===== config.mk =====
export PLATFORM = sky130hd
export DESIGN_NAME = bit2sym_packer_flat
export DESIGN_NICKNAME = d
export VERILOG_FILES = /design/src/rtl/bit2sym_if.sv /design/src/rtl/bit2sym_packer.sv /design/src/flat_wrapper.sv
export SDC_FILE = /design/constraint.sdc
export NUM_CORES = 1
export LEC_CHECK = 0
export ABC_AREA = 1
export CORE_UTILIZATION = 44
export CTS_BUF_LIST = sky130_fd_sc_hd__clkbuf_2
export DETAILED_ROUTE_END_ITERATION = 7
export GPL_TIMING_DRIVEN = 1
export PLACE_DENSITY_LB_ADDON = 0.3
export SYNTH_ARGS = -nofsm -noshare
export SYNTH_HDL_FRONTEND = slang
export SYNTH_SLANG_ARGS = --single-unit

===== constraint.sdc =====
create_clock -name clk -period 1.7 [get_ports clk]
set_clock_uncertainty 0.1 [all_clocks]
set_input_delay 0.17 -clock clk [delete_from_list [all_inputs] [get_ports clk]]
set_output_delay 0.17 -clock clk [all_outputs]
set_load 0.005 [all_outputs]

===== src/rtl/bit2sym_if.sv =====
// Valid/ready bit-stream in, symbol-word stream out, as seen by the bit-to-symbol packer.
interface bit2sym_if #(
  parameter int DATA_W = 16
);
  logic              i_bit;
  logic              i_valid;
  logic              i_last;
  logic              o_ready;
  logic [DATA_W-1:0] o_symbol;
  logic              o_valid;
  logic              o_last;
  logic              i_ready;

  modport slave (
    input  i_bit, i_valid, i_last, i_ready,
    output o_ready, o_symbol, o_valid, o_last
  );

  modport master (
    output i_bit, i_valid, i_last, i_ready,
    input  o_ready, o_symbol, o_valid, o_last
  );
endinterface


===== src/rtl/bit2sym_packer.sv =====
// Packs a serial bit stream into log2(M)-bit symbols, zero-extended to DATA_W,
// with backpressure and zero-padded flush of a partial symbol on i_last.
module bit2sym_packer #(
  parameter int MODULATION_ORDER = 16,
  parameter int DATA_W           = 16,
  parameter bit MSB_FIRST        = 1'b1
) (
  input  logic       clk,
  input  logic       rst,
  bit2sym_if.slave   bus
);
  localparam int BPS = $clog2(MODULATION_ORDER);
  localparam int CW  = (BPS > 1) ? $clog2(BPS) : 1;
  localparam logic [CW-1:0] LAST_POS = CW'(BPS - 1);

  if (MODULATION_ORDER < 2 || (MODULATION_ORDER & (MODULATION_ORDER - 1)) != 0) begin : g_bad_order
    $error("bit2sym_packer: MODULATION_ORDER must be a power of two >= 2");
  end
  if (BPS > DATA_W) begin : g_bad_width
    $error("bit2sym_packer: DATA_W must be >= log2(MODULATION_ORDER)");
  end
  if ($bits(bus.o_symbol) != DATA_W) begin : g_bad_if
    $error("bit2sym_packer: interface DATA_W does not match module DATA_W");
  end

  function automatic logic [BPS-1:0] insert_bit(input logic [BPS-1:0] sh,
                                                input logic [CW-1:0]  pos,
                                                input logic           b);
    if (MSB_FIRST) return (sh << 1) | BPS'(b);
    else           return sh | (BPS'(b) << pos);
  endfunction

  // MSB-first partial symbols sit low in the shift register; move them to the top.
  function automatic logic [BPS-1:0] align_word(input logic [BPS-1:0] sh,
                                                input logic [CW-1:0]  pos);
    if (MSB_FIRST) return sh << (LAST_POS - pos);
    else           return sh;
  endfunction

  logic [BPS-1:0]    r_shreg_p0;
  logic [CW-1:0]     r_cnt_p0;
  logic [DATA_W-1:0] r_sym_p1;
  logic              r_vld_p1;
  logic              r_last_p1;

  logic              w_ready;
  logic              w_accept;
  logic              w_done;
  logic [BPS-1:0]    w_next;
  logic [BPS-1:0]    w_word;

  assign w_ready  = !r_vld_p1 || bus.i_ready;
  assign w_accept = bus.i_valid && w_ready;
  assign w_done   = w_accept && ((r_cnt_p0 == LAST_POS) || bus.i_last);
  assign w_next   = insert_bit(r_shreg_p0, r_cnt_p0, bus.i_bit);
  assign w_word   = align_word(w_next, r_cnt_p0);

  // Stage p0: bit collection
  always_ff @(posedge clk) begin
    if (!rst) begin
      r_shreg_p0 <= '0;
      r_cnt_p0   <= '0;
    end else if (w_accept) begin
      if (w_done) begin
        r_shreg_p0 <= '0;
        r_cnt_p0   <= '0;
      end else begin
        r_shreg_p0 <= w_next;
        r_cnt_p0   <= r_cnt_p0 + CW'(1);
      end
    end
  end

  // Stage p1: output symbol register
  always_ff @(posedge clk) begin
    if (!rst) begin
      r_sym_p1  <= '0;
      r_vld_p1  <= 1'b0;
      r_last_p1 <= 1'b0;
    end else if (w_done) begin
      r_sym_p1  <= DATA_W'(w_word);
      r_vld_p1  <= 1'b1;
      r_last_p1 <= bus.i_last;
    end else if (bus.i_ready) begin
      r_vld_p1  <= 1'b0;
      r_last_p1 <= 1'b0;
    end
  end

  assign bus.o_ready  = w_ready;
  assign bus.o_symbol = r_sym_p1;
  assign bus.o_valid  = r_vld_p1;
  assign bus.o_last   = r_last_p1;
endmodule


===== src/flat_wrapper.sv =====
// flat-port wrapper written by rule: the top's interface ports become plain ports
module bit2sym_packer_flat 
#(
  parameter int MODULATION_ORDER = 16,
  parameter int DATA_W           = 16,
  parameter bit MSB_FIRST        = 1'b1
)
  (clk, rst, bus_i_bit, bus_i_valid, bus_i_last, bus_i_ready, bus_o_ready, bus_o_symbol, bus_o_valid, bus_o_last);
  bit2sym_if #(.DATA_W(DATA_W)) bus_i ();
  input  logic clk;
  input  logic rst;
  input wire logic [$bits(bus_i.i_bit)-1:0] bus_i_bit;
  input wire logic [$bits(bus_i.i_valid)-1:0] bus_i_valid;
  input wire logic [$bits(bus_i.i_last)-1:0] bus_i_last;
  input wire logic [$bits(bus_i.i_ready)-1:0] bus_i_ready;
  output wire logic [$bits(bus_i.o_ready)-1:0] bus_o_ready;
  output wire logic [$bits(bus_i.o_symbol)-1:0] bus_o_symbol;
  output wire logic [$bits(bus_i.o_valid)-1:0] bus_o_valid;
  output wire logic [$bits(bus_i.o_last)-1:0] bus_o_last;
  assign bus_i.i_bit = bus_i_bit;
  assign bus_i.i_valid = bus_i_valid;
  assign bus_i.i_last = bus_i_last;
  assign bus_i.i_ready = bus_i_ready;
  assign bus_o_ready = bus_i.o_ready;
  assign bus_o_symbol = bus_i.o_symbol;
  assign bus_o_valid = bus_i.o_valid;
  assign bus_o_last = bus_i.o_last;
  bit2sym_packer #(.MODULATION_ORDER(MODULATION_ORDER), .DATA_W(DATA_W), .MSB_FIRST(MSB_FIRST)) u_core (.clk(clk), .rst(rst), .bus(bus_i));
endmodule

==> results of run 1 <==
[power by group]
group | switching, mW | leakage [nW] | internal, mW | total, mW
combinational | 0.0629 | 0.290 | 0.0545 | 0.117
clock | 0.0883 | 0.0166 | 0.0625 | 0.151
sequential | 0.0136 | 0.0906 | 0.275 | 0.289
[final cells by class]
type	count	area, um^2	area share [%]
well taps	15	18.77	2.412
multi-input cells	70	327.8	42.12
clock buffers	4	20.02	2.572
flip-flops and latches	11	220.2	28.30
repair buffers	13	127.6	16.40
inverters	17	63.81	8.199
[sequential cells by signal, indices dropped and copies added, names as in the netlist]
register	count
u_core.r_shreg_p0	3
u_core.r_cnt_p0	2
u_core.bus.o_valid	1
u_core.bus.o_last	1
u_core.bus.o_symbol	4
[routing by layer]
layer,global-route usage (%),part of all wire (%),vias to the layer above
li1,-,-,308
met1,21.31,51,242
met2,26.17,41,21
met3,9.783,6.5,3
met4,5.000,1.3,0
met5,0,0,-
[worst min-delay path by stage]
stage / to / cells after the start
2_1_floorplan: u_core.bus.o_last$_SDFFE_PN0P_ / 2
3_3_place_gp: u_core.bus.o_symbol[0]$_SDFFE_PN0P_ / 4
3_5_place_dp: u_core.r_shreg_p0[2]$_SDFFE_PN0P_ / 2
4_1_cts: u_core.bus.o_last$_SDFFE_PN0P_ / 3
5_1_grt: u_core.bus.o_last$_SDFFE_PN0P_ / 3
6_report: u_core.bus.o_last$_SDFFE_PN0P_ / 3
[worst min-delay path: cells and delay by family]
kind            cells  cell delay [ns]
simple gates        1             0.08
buf+inv             1             0.42
compound gates      1             0.06
[cell usage after synthesis]
cell,n,area [um^2]
clkbuf_1,1,3.750
inv_2,1,3.750
nand2_1,22,82.58
o21ai_0,4,20.02
a21oi_1,7,35.03
conb_1,1,3.750
dfxtp_1,11,220.2
inv_1,16,60.06
nand3_4,1,17.52
nand3_1,6,30.03
nand2_4,1,11.26
a21oi_4,1,16.27
ha_1,1,12.51
buf_4,12,90.09
nor3_1,1,5.000
nor2_1,14,52.55
[cells by family (layout without fill, tap and decap cells)]
kind of cell / Yosys count / after routing / share of synthesized area (%)
AOI/OAI and AO/OA: 12 / 12 / 10.73
adders and majority gates: 1 / 1 / 1.883
buffers and inverters: 30 / 34 / 23.73
DFF: 11 / 11 / 33.14
other: 1 / 12 / 0.5644
and+or+nand+nor: 45 / 45 / 29.94
[stage by stage]
stage	util (%)	hold slack [ns]	instance area, um^2
CTS	57.65	0.3860	778.2
global route	57.65	0.4223	778.2
floorplan	-	0.2160	705.7
global placement	56.16	0.3986	758.2
detailed placement	56.16	0.4077	758.2
finish	57.65	0.3917	778.2
[cell usage in the layout, fill, tap and decap left out, drive strengths merged]
master / instances
o21ai: 4
nor2: 14
nand3: 7
a21oi: 8
conb: 12
dfxtp: 11
clkdlybuf4s50: 12
clkbuf: 4
nand2: 23
ha: 1
nor3: 1
buf: 1
inv: 17
==> summary.md, run 1 <==
| Metric | Value |
|---|---|
| Outcome | completed |
| Global route overflow | 0 |
| Fin. max-slew vios | 0 |
| Via Count | 574 |
| Clock Tree Buf Depth | 2 |
| PD cells | 715.5 mW/mm^2 |
| Post-route antenna net violation count | 0 |
| Fin Setup TNS | 0 ns |
| Crit Path Category | in2out |
| CTS Buf Count | 3 |
| Final WS setup | 0.1252 ns |
| GRT Overall Usage | 17.55% |
| Critical Path Max Stage Delay | 0.49 ns |
| Die outline width | 40.86 um |
| Levels on crit path | 4 |
| Initial DRC count | 4 |
| Gate Count Post-Synth | 100 |
| Min Tclk post-route | 1.575 ns |
| Placed cell count | 126 |
| Clk slew on worst S/H paths | 0.11 ns |
| Starting Density | 49.21% |
| Post-Route WL | 1.109 mm |
| Worst min-delay path startpoint | bus_i_last |
| Post_cts resized | 0 |
| CP endpoint kind | output port |
| I/O pins | 25 |
| Fillcell total | 136 |
| Final setup fails | 0 |
| Layout cells sized above 1 | 7.826% |
| Static Leak | 0.3968 nW |
| WL/cell | 8.531 um |
| Hold Buf Count CTS | 0 |
| RSZ-0062 raised after global routing | no |
| CP delay by family, top | buffers and inverters |
| Crit-path cells | clkdlybuf4s50_1 -> inv_1 -> nand2_4 -> clkdlybuf4s50_1 |
| Reg-to-reg endpoint | u_core.r_shreg_p0[0]$_SDFFE_PN0P_ |
| Vias per cell | 4.415 |
| CTS root buf | clkbuf_2 |
| P&R area growth vs syn | 17.14% |
| Final Hold Vio Count | 0 |
| Max_cap viols | 0 |
| Initial antenna violation count | 0 |
| Critical path endpoint | bus_o_ready |
| Crit-path max FO | 2 |
| Arrival @ worst endpoint | 1.30 ns |
| Number of global-route vias before repair | 452 |
| Layout Cells excl Fill | 130 |
| Max VDD drop | 349.3 uV |
| Port buffer count | 12 |
| Die area | 0.001670 mm^2 |
| CTS tree | yes |
| Worst Hold Class | in2reg |
| Syn Std Cell Area | 664.4 um^2 |
| HPWL after DPL | 856.2 um |
| CORE AREA | 0.001350 mm^2 |
| R2R Path Start | u_core.r_cnt_p0[0]$_SDFFE_PN0P_ |
| Ant diodes | 0 |
| DIE HEIGHT | 40.86 um |
| Drt pass-1 iters | 4 |
| Setup slack at placement | 0.1280 ns |
| Synth Area per Inst | 6.644 um^2 |
| Crit share post-route | 92.63% |
| Yosys warns | 0 |
| Drc violations | 0 |
| Clk_lat worst skew | 0.27 ns |
| WP data required | 1.43 ns |
| CP most frequent cell | clkdlybuf4s50_1 |
| R2R depth | 6 |
| Total power | 556.8 uW |
| Final net count | 123 |
| Post-CTS setup buffer count | 0 |
| Worst path bufs/invs | 3 |
| R2R Setup Slk | 0.33 ns |
| Post-synthesis sequential area ratio | 33.15% |
| Largest net degree at the start of global routing | 10 |
| Yosys cell types | 16 |
| Fmax | 635.0 MHz |
| FP Rows | 13 |
| CTS Sinks | 11 |
| Crit start category | primary input |
| Critical path launch point | bus_i_ready |
| H-tree Lvls | 1 |
| Routability Congestion | 0.8223 |
| Crit-path slowest cell | clkdlybuf4s50_1 |
| First-pass GRT wire length | 1.876 mm |
| Flops & latches, synth | 11 |
Note: power is estimated with default switching activity, not from simulation.
==> run 2, diff against run 1 <==
Settings changed: RECOVER_POWER from default to 25, TNS_END_PERCENT from default to 30.
==> summary.md, run 2 (synthesis gave the netlist of run 1 again) <==
| Metric | Value |
|---|---|
| Drc violations | 0 (unchanged) |
| Fin Setup TNS | 0 ns (unchanged) |
| Initial DRC count | 4 (unchanged) |
| Dpl cell area | 758.2 um^2 (unchanged) |
| Die outline width | 40.86 um (unchanged) |
| Final net count | 123 (unchanged) |
| Post-route antenna net violation count | 0 (unchanged) |
| Post-CTS setup buffer count | 0 (unchanged) |
| Commonest non-fill, non-tap cell in the layout | nand2_1 |
| Clock Tree Buf Depth | 2 (unchanged) |
| Crit-path slowest cell | clkdlybuf4s50_1 |
| Die area | 0.001670 mm^2 (unchanged) |
| Crit-path cells | clkdlybuf4s50_1 -> inv_1 -> nand2_4 -> clkdlybuf4s50_1 |
| FP Rows | 13 (unchanged) |
| Layout Cells excl Fill | 130 (unchanged) |
| Min Tclk post-route | 1.575 ns (+0.0001560 ns) |
| Post_cts resized | 0 (unchanged) |
| P&R area growth vs syn | 15.25% |
| Crit start category | primary input |
| Drt pass-1 iters | 4 (unchanged) |
| Largest register FFs | 4 (unchanged) |
| CTS Sinks | 11 (unchanged) |
| Via Count | 576 (+0.35%) |
| Max VDD drop | 348.9 uV (-0.10%) |
| Crit Path Category | in2out |
| Max_cap viols | 0 (unchanged) |
| H-tree Lvls | 1 (unchanged) |
| Fillcell total | 138 (+1.5%) |
| WL/cell | 8.508 um (-0.27%) |
| RSZ-0062 raised after global routing | no |
| CORE AREA | 0.001350 mm^2 (unchanged) |
| PD cells | 722.5 mW/mm^2 (+0.98%) |
| CTS root buf | clkbuf_2 |
| Critical Path Max Stage Delay | 0.49 ns (about the same) |
| CTS Buf Count | 3 (unchanged) |
| CP endpoint kind | output port |
| Layout cells sized above 1 | 6.957% (-0.87 points) |
| Clk_lat worst skew | 0.27 ns (about the same) |
| Ant diodes | 0 (unchanged) |
| WP data required | 1.43 ns (about the same) |
| Crit-path max FO | 2 (unchanged) |
| Vias per cell | 4.431 (+0.35%) |
| Worst Hold Class | in2reg |
| Hold_ws | 0.3922 ns (+0.0004770 ns) |
| Placed cell count | 126 (unchanged) |
| Final instance area | 765.7 um^2 (-1.6%) |
| Initial antenna violation count | 0 (unchanged) |
| Post-Route WL | 1.106 mm (-0.27%) |
| Total power | 553.3 uW (-0.64%) |
| Crit share post-route | 92.64% (about the same) |
| GRT Overall Usage | 17.55% (unchanged) |
| Arrival @ worst endpoint | 1.30 ns (about the same) |
| First-pass GRT wire length | 1.876 mm (unchanged) |
| DIE HEIGHT | 40.86 um (unchanged) |
| Multi-input gate area | 315.3 um^2 (-3.8%) |
| Fmax | 635.0 MHz (about the same) |
| Number of global-route vias before repair | 452 (unchanged) |
| Largest net degree at the start of global routing | 10 (unchanged) |
| HPWL after DPL | 856.2 um (unchanged) |
| Final Hold Vio Count | 0 (unchanged) |
| Most frequent cells in the layout | nand2_1 (22), inv_1 (16), nor2_1 (14), conb_1 (12) |
| Hold Buf Count CTS | 0 (unchanged) |
| Sequential cell area | 220.2 um^2 (unchanged) |
| Final setup fails | 0 (unchanged) |
| Clk slew on worst S/H paths | 0.11 ns (about the same) |
| CP most frequent cell | clkdlybuf4s50_1 |
| Starting Density | 49.21% (unchanged) |
| Routability Congestion | 0.8223 (unchanged) |
| Port buffer count | 12 (unchanged) |
| Fin. max-slew vios | 0 (unchanged) |
| Static Leak | 0.3969 nW (about the same) |
| CTS tree | yes |
| Global route overflow | 0 (unchanged) |
| I/O pins | 25 (unchanged) |
| Outcome | completed |
-- run 2: path summary, 6_finish.rpt --
check	from	end	slack, ns	depth (start not counted)
max	bus_i_ready	bus_o_ready	0.13	4
min	bus_i_last	u_core.bus.o_last$_SDFFE_PN0P_	0.39	3
max reg2reg	u_core.r_cnt_p0[0]$_SDFFE_PN0P_	u_core.bus.o_symbol[3]$_SDFFE_PN0P_	0.20	7
min reg2reg	u_core.bus.o_symbol[0]$_SDFFE_PN0P_	u_core.bus.o_symbol[0]$_SDFFE_PN0P_	0.42	4
-- run 2: layout make-up --
type	count	area share, %
clock buffers	4	2.614
multi-input cells	70	41.18
repair buffers	13	16.67
well taps	15	2.451
flip-flops and latches	11	28.76
inverters	17	8.333
-- run 2: stage by stage --
step	util, %	worst slack (ns)
floorplan	-	0.5142
global placement	56.16	0.1378
detailed placement	56.16	0.1280
CTS	57.65	0.1209
global route	56.72	0.05104
finish	56.72	0.1251
-- run 2: routing by layer --
| layer | GRT usage, % | vias up | share of wire [%] |
|---|---|---|---|
| met4 | 5.000 | 0 | 1.3 |
| met5 | 0 | - | 0 |
| met1 | 21.31 | 243 | 51 |
| li1 | - | 308 | - |
| met2 | 26.17 | 22 | 41 |
| met3 | 9.783 | 3 | 6.9 |
-- run 2: worst max-delay path: cells and delay by family --
family,cells,cell delay (ns)
simple gates,1,0.07
buf+inv,3,1.07
-- run 2: power by group --
part / switching [mW] / internal (mW) / leakage (nW)
Sequential: 0.0135 / 0.275 / 0.0906
Clock: 0.0881 / 0.0625 / 0.0166
Combinational: 0.0612 / 0.0529 / 0.290
==> run 3, diff against run 2 <==
Settings changed: MAX_ROUTING_LAYER from default to met4.
==> results of run 3 <==
No change in the layout: final DEF, timing and power equal those of run 2.
Among the figures that moved: final weighted congestion in routability-driven placement 0.8223 -> 0.8347; overall routing resource usage 17.55% -> 18.03%
